$ cat src/rtl/uart_pkg.sv
// ============================================================================
// Module : uart_pkg
// Brief  : Shared FSM state codes, parity codes and limits for the UART RX.
// Rev    : 1.0
// ============================================================================
`default_nettype none

package uart_pkg;

    localparam logic [2:0] IDLE   = 3'd0;
    localparam logic [2:0] START  = 3'd1;
    localparam logic [2:0] DATA   = 3'd2;
    localparam logic [2:0] PARITY = 3'd3;
    localparam logic [2:0] STOP   = 3'd4;

    localparam logic [1:0] PAR_NONE = 2'd0;
    localparam logic [1:0] PAR_ODD  = 2'd1;
    localparam logic [1:0] PAR_EVEN = 2'd2;

    localparam int MIN_DATA_W = 5;

endpackage

`default_nettype wire

$ cat src/rtl/uart_rx_sync.sv
// ============================================================================
// Module : uart_rx_sync
// Brief  : Multi-flop synchroniser for the RX pin with a tick-qualified fall strobe.
// Rev    : 1.0
// ============================================================================
`default_nettype none

module uart_rx_sync #(
    parameter int SYNC_STAGES = 2
) (
    input  logic clk,
    input  logic rst,
    input  logic i_tick,
    input  logic i_rx_async,
    output logic o_rx_sync,
    output logic o_rx_fall
);

    logic [SYNC_STAGES-1:0] r_chain;
    logic                   r_prev;

    always_ff @(posedge clk) begin
        if (rst) begin
            r_chain <= '1;
            r_prev  <= 1'b1;
        end else begin
            r_chain <= {r_chain[SYNC_STAGES-2:0], i_rx_async};
            if (i_tick) begin
                r_prev <= r_chain[SYNC_STAGES-1];
            end
        end
    end

    // A fall needs a high sample on the previous tick, so a line held low never re-triggers.
    assign o_rx_sync = r_chain[SYNC_STAGES-1];
    assign o_rx_fall = i_tick & r_prev & ~r_chain[SYNC_STAGES-1];

endmodule

`default_nettype wire

$ cat src/rtl/uart_rx_os.sv
// ============================================================================
// Module : uart_rx_os
// Brief  : Oversampling UART receiver, runtime data/parity/stop configuration.
// Rev    : 1.0
// ============================================================================
`default_nettype none

module uart_rx_os
    import uart_pkg::*;
#(
    parameter int OVERSAMPLE  = 16,
    parameter int MAX_DATA_W  = 8,
    parameter int SYNC_STAGES = 2
) (
    input  logic                  i_u_clk,
    input  logic                  i_u_rst,
    input  logic                  i_baud_tick,
    input  logic                  i_uart_rx,
    input  logic [3:0]            i_data_bit,
    input  logic [1:0]            i_stop_bit,
    input  logic [1:0]            i_check_bit,
    output logic [MAX_DATA_W-1:0] o_uart_rx_data,
    output logic                  o_uart_rx_valid,
    output logic                  o_parity_err,
    output logic                  o_frame_err,
    output logic                  o_break,
    output logic                  o_busy
);

    localparam int              TW      = $clog2(OVERSAMPLE);
    localparam logic [TW-1:0]   c_MID   = TW'(OVERSAMPLE / 2 - 1);
    localparam logic [TW-1:0]   c_LAST  = TW'(OVERSAMPLE - 1);
    localparam logic [3:0]      c_MAX_W = 4'(MAX_DATA_W);
    localparam logic [3:0]      c_MIN_W = 4'(MIN_DATA_W);

    logic                  w_rx;
    logic                  w_rx_fall;
    logic [3:0]            w_n_bits;
    logic [1:0]            w_check;
    logic                  w_two_stop;
    logic                  w_ferr_next;
    logic [MAX_DATA_W-1:0] w_aligned;

    logic [2:0]            r_state;
    logic [TW-1:0]         r_tick_cnt;
    logic [3:0]            r_bit_cnt;
    logic [3:0]            r_n_bits;
    logic [1:0]            r_check;
    logic                  r_two_stop;
    logic [MAX_DATA_W-1:0] r_shift;
    logic                  r_par;
    logic                  r_perr;
    logic                  r_ferr;
    logic                  r_any_one;

    logic [MAX_DATA_W-1:0] r_data;
    logic                  r_valid;
    logic                  r_perr_out;
    logic                  r_ferr_out;
    logic                  r_brk_out;

    uart_rx_sync #(
        .SYNC_STAGES (SYNC_STAGES)
    ) u_sync (
        .clk        (i_u_clk),
        .rst        (i_u_rst),
        .i_tick     (i_baud_tick),
        .i_rx_async (i_uart_rx),
        .o_rx_sync  (w_rx),
        .o_rx_fall  (w_rx_fall)
    );

    // Illegal configurations are clamped to the nearest legal value when latched.
    always_comb begin
        w_n_bits = i_data_bit;
        if (i_data_bit < c_MIN_W) begin
            w_n_bits = c_MIN_W;
        end else if (i_data_bit > c_MAX_W) begin
            w_n_bits = c_MAX_W;
        end
        w_check = (i_check_bit == 2'd3) ? PAR_NONE : i_check_bit;
    end

    assign w_two_stop  = (i_stop_bit >= 2'd2);
    assign w_ferr_next = r_ferr | ~w_rx;
    assign w_aligned   = r_shift >> (c_MAX_W - r_n_bits);

    always_ff @(posedge i_u_clk) begin
        if (i_u_rst) begin
            r_state    <= IDLE;
            r_tick_cnt <= '0;
            r_bit_cnt  <= '0;
            r_n_bits   <= c_MAX_W;
            r_check    <= PAR_NONE;
            r_two_stop <= 1'b0;
            r_shift    <= '0;
            r_par      <= 1'b0;
            r_perr     <= 1'b0;
            r_ferr     <= 1'b0;
            r_any_one  <= 1'b0;
            r_data     <= '0;
            r_valid    <= 1'b0;
            r_perr_out <= 1'b0;
            r_ferr_out <= 1'b0;
            r_brk_out  <= 1'b0;
        end else begin
            r_valid <= 1'b0;
            if (i_baud_tick) begin
                case (r_state)
                    IDLE: begin
                        if (w_rx_fall) begin
                            r_n_bits   <= w_n_bits;
                            r_check    <= w_check;
                            r_two_stop <= w_two_stop;
                            r_tick_cnt <= '0;
                            r_state    <= START;
                        end
                    end
                    START: begin
                        if (r_tick_cnt == c_MID) begin
                            if (w_rx) begin
                                r_state <= IDLE;
                            end else begin
                                r_tick_cnt <= '0;
                                r_bit_cnt  <= '0;
                                r_shift    <= '0;
                                r_par      <= 1'b0;
                                r_perr     <= 1'b0;
                                r_ferr     <= 1'b0;
                                r_any_one  <= 1'b0;
                                r_state    <= DATA;
                            end
                        end else begin
                            r_tick_cnt <= r_tick_cnt + TW'(1);
                        end
                    end
                    DATA: begin
                        if (r_tick_cnt == c_LAST) begin
                            r_tick_cnt <= '0;
                            r_shift    <= {w_rx, r_shift[MAX_DATA_W-1:1]};
                            r_par      <= r_par ^ w_rx;
                            r_any_one  <= r_any_one | w_rx;
                            if (r_bit_cnt == r_n_bits - 4'd1) begin
                                r_bit_cnt <= '0;
                                r_state   <= (r_check != PAR_NONE) ? PARITY : STOP;
                            end else begin
                                r_bit_cnt <= r_bit_cnt + 4'd1;
                            end
                        end else begin
                            r_tick_cnt <= r_tick_cnt + TW'(1);
                        end
                    end
                    PARITY: begin
                        if (r_tick_cnt == c_LAST) begin
                            r_tick_cnt <= '0;
                            r_perr     <= (r_check == PAR_ODD) ? ~(r_par ^ w_rx) : (r_par ^ w_rx);
                            r_any_one  <= r_any_one | w_rx;
                            r_state    <= STOP;
                        end else begin
                            r_tick_cnt <= r_tick_cnt + TW'(1);
                        end
                    end
                    STOP: begin
                        if (r_tick_cnt == c_LAST) begin
                            r_tick_cnt <= '0;
                            // Completing at the last stop mid leaves half a bit to catch a back-to-back start.
                            if (r_bit_cnt == {3'b000, r_two_stop}) begin
                                r_data     <= w_aligned;
                                r_perr_out <= r_perr;
                                r_ferr_out <= w_ferr_next;
                                r_brk_out  <= w_ferr_next & ~r_any_one;
                                r_valid    <= 1'b1;
                                r_state    <= IDLE;
                            end else begin
                                r_ferr    <= w_ferr_next;
                                r_bit_cnt <= r_bit_cnt + 4'd1;
                            end
                        end else begin
                            r_tick_cnt <= r_tick_cnt + TW'(1);
                        end
                    end
                    default: begin
                        r_state <= IDLE;
                    end
                endcase
            end
        end
    end

    assign o_uart_rx_data  = r_data;
    assign o_uart_rx_valid = r_valid;
    assign o_parity_err    = r_perr_out;
    assign o_frame_err     = r_ferr_out;
    assign o_break         = r_brk_out;
    assign o_busy          = (r_state != IDLE);

endmodule

`default_nettype wire

$ cat config.mk
export PLATFORM = sky130hd
export DESIGN_NAME = uart_rx_os
export DESIGN_NICKNAME = d
export VERILOG_FILES = /design/src/rtl/uart_pkg.sv /design/src/rtl/uart_rx_sync.sv /design/src/rtl/uart_rx_os.sv
export SDC_FILE = /design/constraint.sdc
export NUM_CORES = 1
export LEC_CHECK = 0
export ABC_AREA = 1
export CAP_MARGIN = 10
export CORE_UTILIZATION = 39
export DETAILED_ROUTE_END_ITERATION = 6
export GPL_TIMING_DRIVEN = 0
export RECOVER_POWER = 25
export SLEW_MARGIN = 0
export SYNTH_ARGS = -nofsm -noshare
export SYNTH_HDL_FRONTEND = slang
export SYNTH_SLANG_ARGS = --single-unit
$ cat constraint.sdc
create_clock -name i_u_clk -period 1.8 [get_ports i_u_clk]
set_input_delay 0.27 -clock i_u_clk [delete_from_list [all_inputs] [get_ports i_u_clk]]
set_output_delay 0.27 -clock i_u_clk [all_outputs]
set_load 0.005 [all_outputs]
# After elaboration in Yosys (flattened, before gate mapping)
# Cells that the tools add are included.
# W data, S select, Z words.
word_totals:
  ff_bits: 45
  latch_bits: 0
  ram_bits: 0
  romBits: 0
  input_bits: 12
  wordCells: 121
  mem_count: 0
op_classes:
  n_addsub: 4
  multipliers: 0
  n_div: 0
  magnitude_cmp: 3
  n_eq_ne: 21
  shifts: 1
  muxes: 41
  bitwise_logic: 12
  reduce_logical: 21
ops:
  columns: ["cell", "n"]
  rows:
  - ["$mux W4", 11]
  - ["$mux W3", 8]
  - ["$mux W8", 3]
  - ["$pmux W4 S3", 2]
  - ["$ne A2 B2 Y1 const B", 8]
  - ["$pmux W8 S2", 1]
  - ["$pmux W3 S5", 1]
  - ["$reduce_and A5 Y1", 3]
  - ["$reduce_bool A2 Y1", 5]
  - ["$mux W1", 9]
  - ["$reduce_bool A3 Y1", 3]
  - ["$add A4 B1 Y4 const B", 2]
  - ["$pmux W1 S2", 4]
  - ["$reduce_and A4 Y1", 2]
  - ["$reduce_and A8 Y1", 1]
  - ["$shr A8 B4 Y8", 1]
  - ["$reduce_and A7 Y1", 1]
  - ["$eq A3 B2 Y1 const B", 2]
  - ["$not A1 Y1", 6]
  - ["$reduce_and A6 Y1", 1]
  - ["$eq A4 B1 Y1", 1]
  - ["$eq A4 B3 Y1 const B", 1]
  - ["$eq A4 B4 Y1", 1]
  - ["$eq A4 B4 Y1 const B", 1]
  - ["other kinds (20)", 25]

# Depth between registers and ports, before layout
logic_depth:
  ltp_word: 5
  mapped_depth: 13
  depth_no_buf: 12

# Modules after synthesis
# A second synthesis with hierarchy kept.
hier_totals:
  hier_cells: 372
  hier_area_um2: 2541.2
by_module_without_submodules:
  columns: ["module", "n_inst", "cells_each", "area_per_inst_um2", "seq_area_each_um2"]
  rows:
  - ["uart_rx_os", 1, 360, 2441.1, 840.8]
  - ["uart_rx_sync", 1, 12, 100.1, 60.1]

# Worst setup path before layout
# No wires, ideal clock.
synth_timing:
  path_kind: "reg-to-reg"
  start: "reg r_n_bits[0]"
  end: "reg r_bit_cnt[1]"
  arrival_time_ps: 1632
  required_time_ps: 1684
  path_slack_ps: 52
  path_stages_with_launch: 14
  n_path_buf: 2
  synth_period_minus_slack_ps: 1748
  cell_sequence: "dfxtp_1 -> inv_2 -> buf_2 -> ha_1 -> buf_2 -> nor2_1 -> nor2_1 -> nand2_1 -> nor2_1 -> nand3_1 -> nand2_1 -> nand2_1 -> nand2_1 -> nor2_1"
synth_via:
  elab_chain_len: 5
synth_rtl:
  columns: ["element", "line_no", "rtl"]
  rows:
  - ["start: declaration", "uart_rx_os.sv:47", "logic [3:0] r_n_bits;"]
  - ["start signal: assignment", "uart_rx_os.sv:93", "r_n_bits <= c_MAX_W;"]
  - ["start signal: assignment", "uart_rx_os.sv:112", "r_n_bits <= w_n_bits;"]
  - ["$sub A4 B1 Y4", "uart_rx_os.sv:143", "if (r_bit_cnt == r_n_bits - 4'd1) begin"]
  - ["$eq A4 B4 Y1", "uart_rx_os.sv:143", null]
  - ["$mux W4", "uart_rx_os.sv:143", null]
  - ["$mux W4", "uart_rx_os.sv:138", "if (r_tick_cnt == c_LAST) begin"]
  - ["$pmux W4 S3", "uart_rx_os.sv:109", "case (r_state)"]
  - ["end signal: assignment", "uart_rx_os.sv:147", "r_bit_cnt <= r_bit_cnt + 4'd1;"]
  - ["end signal: assignment", "uart_rx_os.sv:176", "r_bit_cnt <= r_bit_cnt + 4'd1;"]
  - ["end: declaration", "uart_rx_os.sv:46", "logic [3:0] r_bit_cnt;"]
# No other way between the ends. The select of a mux whose other input is x is not followed.
# A chain may end at the register's enable or synchronous reset.

# Worst setup path after layout
layout_timing:
  start: "reg r_n_bits[1]"
  end: "reg r_bit_cnt[0]"
# Same word-level chain as after synthesis.

==> metrics <==
num rows 28; Hold Path Class input port to register; Clk Latency, worst-skew pair 0.29 ns; CTS tree yes; post-synthesis register bit count 45; Reg clk slew, reported paths 0.08 ns; # DRC 0; WHS Path Cells 2; Worst R2R Start r_n_bits[1]$_SDFFE_PP0P_; final number of max-transition violations 0; # setup viols final 0; fin crit share 93.3%; mapped cell area 0.00241 mm^2; Yosys cell types 30; commonest cells after routing, fill and taps aside nand2_1, nor2_1, dfxtp_1, o21ai_0, inv_1; proportion of layout cells with a drive suffix above 1 15.0%; maximum vdd drop 0.000525 V; R2R depth 12; Root Driver clkbuf_8; dpl cells 451; crit path time final 1.68 ns; Least-Margin Pin Slew 0.642 ns; Iteration-0 DRC Markers 95; total power 2.74 mW; Syn Inst Count 354; Critical Path Most Common Cell nor2_1; R2R Setup Slk 0.12 ns; post-layout util 49.2%; DIE AREA 0.00651 mm^2; Core Footprint 0.00596 mm^2; CTS Buf Count 5; die outline height 80.7 um; switching power 941 uW; RR Endpoint r_bit_cnt[0]$_SDFFE_PP0P_; Hold Path End r_check[1]$_SDFFE_PP0P_; Longest Clk Path Bufs 2; proportion of power drawn by combinational gates 31.0%; syn_nets 370; IO Pins 25; Leakage 1.17 nW; Routed Antenna Nets 0; Port Buffers 22; Sw Share 34.4%; Worst setup EP type register; number of antenna violations at the first check in global routing 0; area grow syn2layout 21.3%; CTS sink count 45; clock share of power 26.9%; critical setup path kind register to register; critical path fanouts, max 10; Seq/Total Area, Yosys 37.3%; Layout Skew 0.00457 ns; crit start category register; ANT cells 0; most common cell after layout, fill and taps aside nand2_1; fin nets 402; share of total power in sequential cells 42.2%; Hold Path Origin i_u_rst; final wirelength 5620 um; vias in the first global route 2128; GRT Total Usage 18.8%; RSZ-0062 raised after global routing false; Yosys warning total 0; FMAX 0.595 GHz; slowest stage delay, CP 0.34 ns; CP cell instances inv_1 -> ha_4 -> buf_6 -> nor2_1 -> nor2_1 -> nand2_1 -> nor2_1 -> nand3_1 -> nand2_2 -> nand2_1 -> nand2_2 -> a21oi_1; Placer Congestion 0.897; Req. time, crit path 1.98 ns; DP HPWL 4220 um; Die W 80.7 um; Power Dens Cells 933 mW/mm^2; H-Tree Depth 2; total negative slack 0 ns; Non-Filler Instances 461; Mean Syn Cell Area 6.82 um^2; Critical Path Slowest Stage Cell dfxtp_2; cell internal pwr 1.79 mW; total grt overflow 0; global-route wire length before repair 9410 um; status finished clean; vias per cell 5.05; Data arrival, critical path 1.86 ns; first-pass detailed-route iteration total 5; Slew Limit Headroom 57.2%; routed vias 2327; final hold vios 0; initial core utilization 40.5%; maxcap violations 0; routed len/inst 12.2 um; pin count of the biggest net entering global routing 14
## worst max path at each step
stage / startpoint / endpoint / slack (ns) / cells after the start
after floorplan: r_n_bits[0]$_SDFFE_PP0P_ / r_bit_cnt[1]$_SDFFE_PP0P_ / 0.05 / 13
after global placement: r_n_bits[0]$_SDFFE_PP0P_ / r_bit_cnt[1]$_SDFFE_PP0P_ / -0.20 / 13
after detailed placement: r_n_bits[0]$_SDFFE_PP0P_ / r_bit_cnt[3]$_SDFFE_PP0P_ / -0.22 / 13
after CTS: r_tick_cnt[0]$_SDFFE_PP0P_ / r_shift[7]$_SDFFE_PP0P_ / 0.01 / 11
after global routing: r_n_bits[1]$_SDFFE_PP0P_ / r_bit_cnt[0]$_SDFFE_PP0P_ / 0.005 / 12
final: r_n_bits[1]$_SDFFE_PP0P_ / r_bit_cnt[0]$_SDFFE_PP0P_ / 0.12 / 12
## power groups by stage
| stage | sequential (mW) | clock (mW) | combinational [mW] |
|---|---|---|---|
| after floorplan | 1.15 | 0 | 0.627 |
| final | 1.15 | 0.735 | 0.848 |
| after CTS | 1.15 | 0.761 | 0.810 |
| after detailed placement | 1.17 | 0 | 0.804 |
| after global placement | 1.17 | 0 | 0.798 |
| after global routing | 1.16 | 0.798 | 0.967 |
## layer usage
metal | global-route usage, % | share of wire, % | vias up
li1 | - | - | 1225
met1 | 23.6 | 49 | 1074
met2 | 32.8 | 48 | 24
met3 | 3.07 | 2.2 | 4
met4 | 5.54 | 1.3 | 0
met5 | 0 | 0 | -
## flip-flops by register name (all words and copies together) (netlist names)
name / cells
r_par: 1
o_uart_rx_valid: 1
r_tick_cnt: 4
r_state: 3
r_two_stop: 1
r_shift: 8
r_ferr: 1
r_perr: 1
o_parity_err: 1
r_check: 2
u_sync.r_chain: 2
r_bit_cnt: 4
r_n_bits: 4
o_frame_err: 1
u_sync.r_prev: 1
o_uart_rx_data: 8
r_any_one: 1
o_break: 1
## cell type report
type	instances	area, um^2
plain buffers	9	58.8
flip-flops and latches	45	908
well taps	75	93.8
clock buffers	5	68.8
repair buffers	25	240
fillers	631	3030
inverters	39	149
multi-input cells	261	1380
clock inverters	2	35.0
## critical path, delay by kind of cell, from the launching register on
| family | cells | cell delay [ns] |
|---|---|---|
| AND/OR/NAND/NOR | 8 | 0.69 |
| flip-flops | 1 | 0.34 |
| adder cells (fa/ha/maj) | 1 | 0.28 |
| buffers and inverters | 2 | 0.20 |
| AO/OA/AOI/OAI | 1 | 0.06 |
## stage by stage
step / hold slack, ns / area, um^2 / worst slack [ns]
after CTS: 0.350 / 2840 / 0.0133
after floorplan: 0.374 / 2410 / 0.0525
final: 0.345 / 2930 / 0.120
after detailed placement: 0.401 / 2730 / -0.222
after global routing: 0.377 / 2930 / 0.00496
after global placement: 0.395 / 2730 / -0.201
## cell usage after synthesis
cell type  count  share of area [%]
nor2_4         5                2.3
o21ai_2        2               0.73
o21ai_1       19                3.9
nor2_1        45                7.0
or2_2          3               0.78
inv_1         30                4.7
nand2_2        4                1.0
a21boi_0       1               0.31
o21ai_0       31                6.4
nand3b_1       2               0.62
nor2_2         4                1.0
nand4_1        3               0.78
xor2_2         1               0.67
xnor2_1        2               0.73
nand3_4        1               0.73
buf_2          4               0.83
buf_6          2               0.93
ha_1           4                2.1
dfxtp_1       45                 37
nand3_1       25                5.2
o211ai_1       6                1.9
xor2_1         1               0.36
or2_1          1               0.26
nand3_2        1               0.41
clkbuf_1       4               0.62
o21a_1         1               0.31
inv_2          9                1.4
nor3_1         4               0.83
a21oi_1       24                5.0
nand2_1       70                 11
## repair_timing
item                                    CTS  global route
endpoints found under the setup margin    8            28
cloned                                    0             2
buffers inserted                          0             2
resized for setup                         5            16
pin swaps                                 1             4
hold buffers                              0             0
## cell families after synthesis
group                      after synthesis  share of synthesized area [%]
AOI/OAI and AO/OA                       84                           18.5
adders and majority gates                4                           2.07
DFF                                     45                           37.3
xor gates and xnor gates                 4                           1.76
and+or+nand+nor                        168                           31.9
buffers and inverters                   49                           8.45
Note: power is estimated with default switching activity, not from simulation.
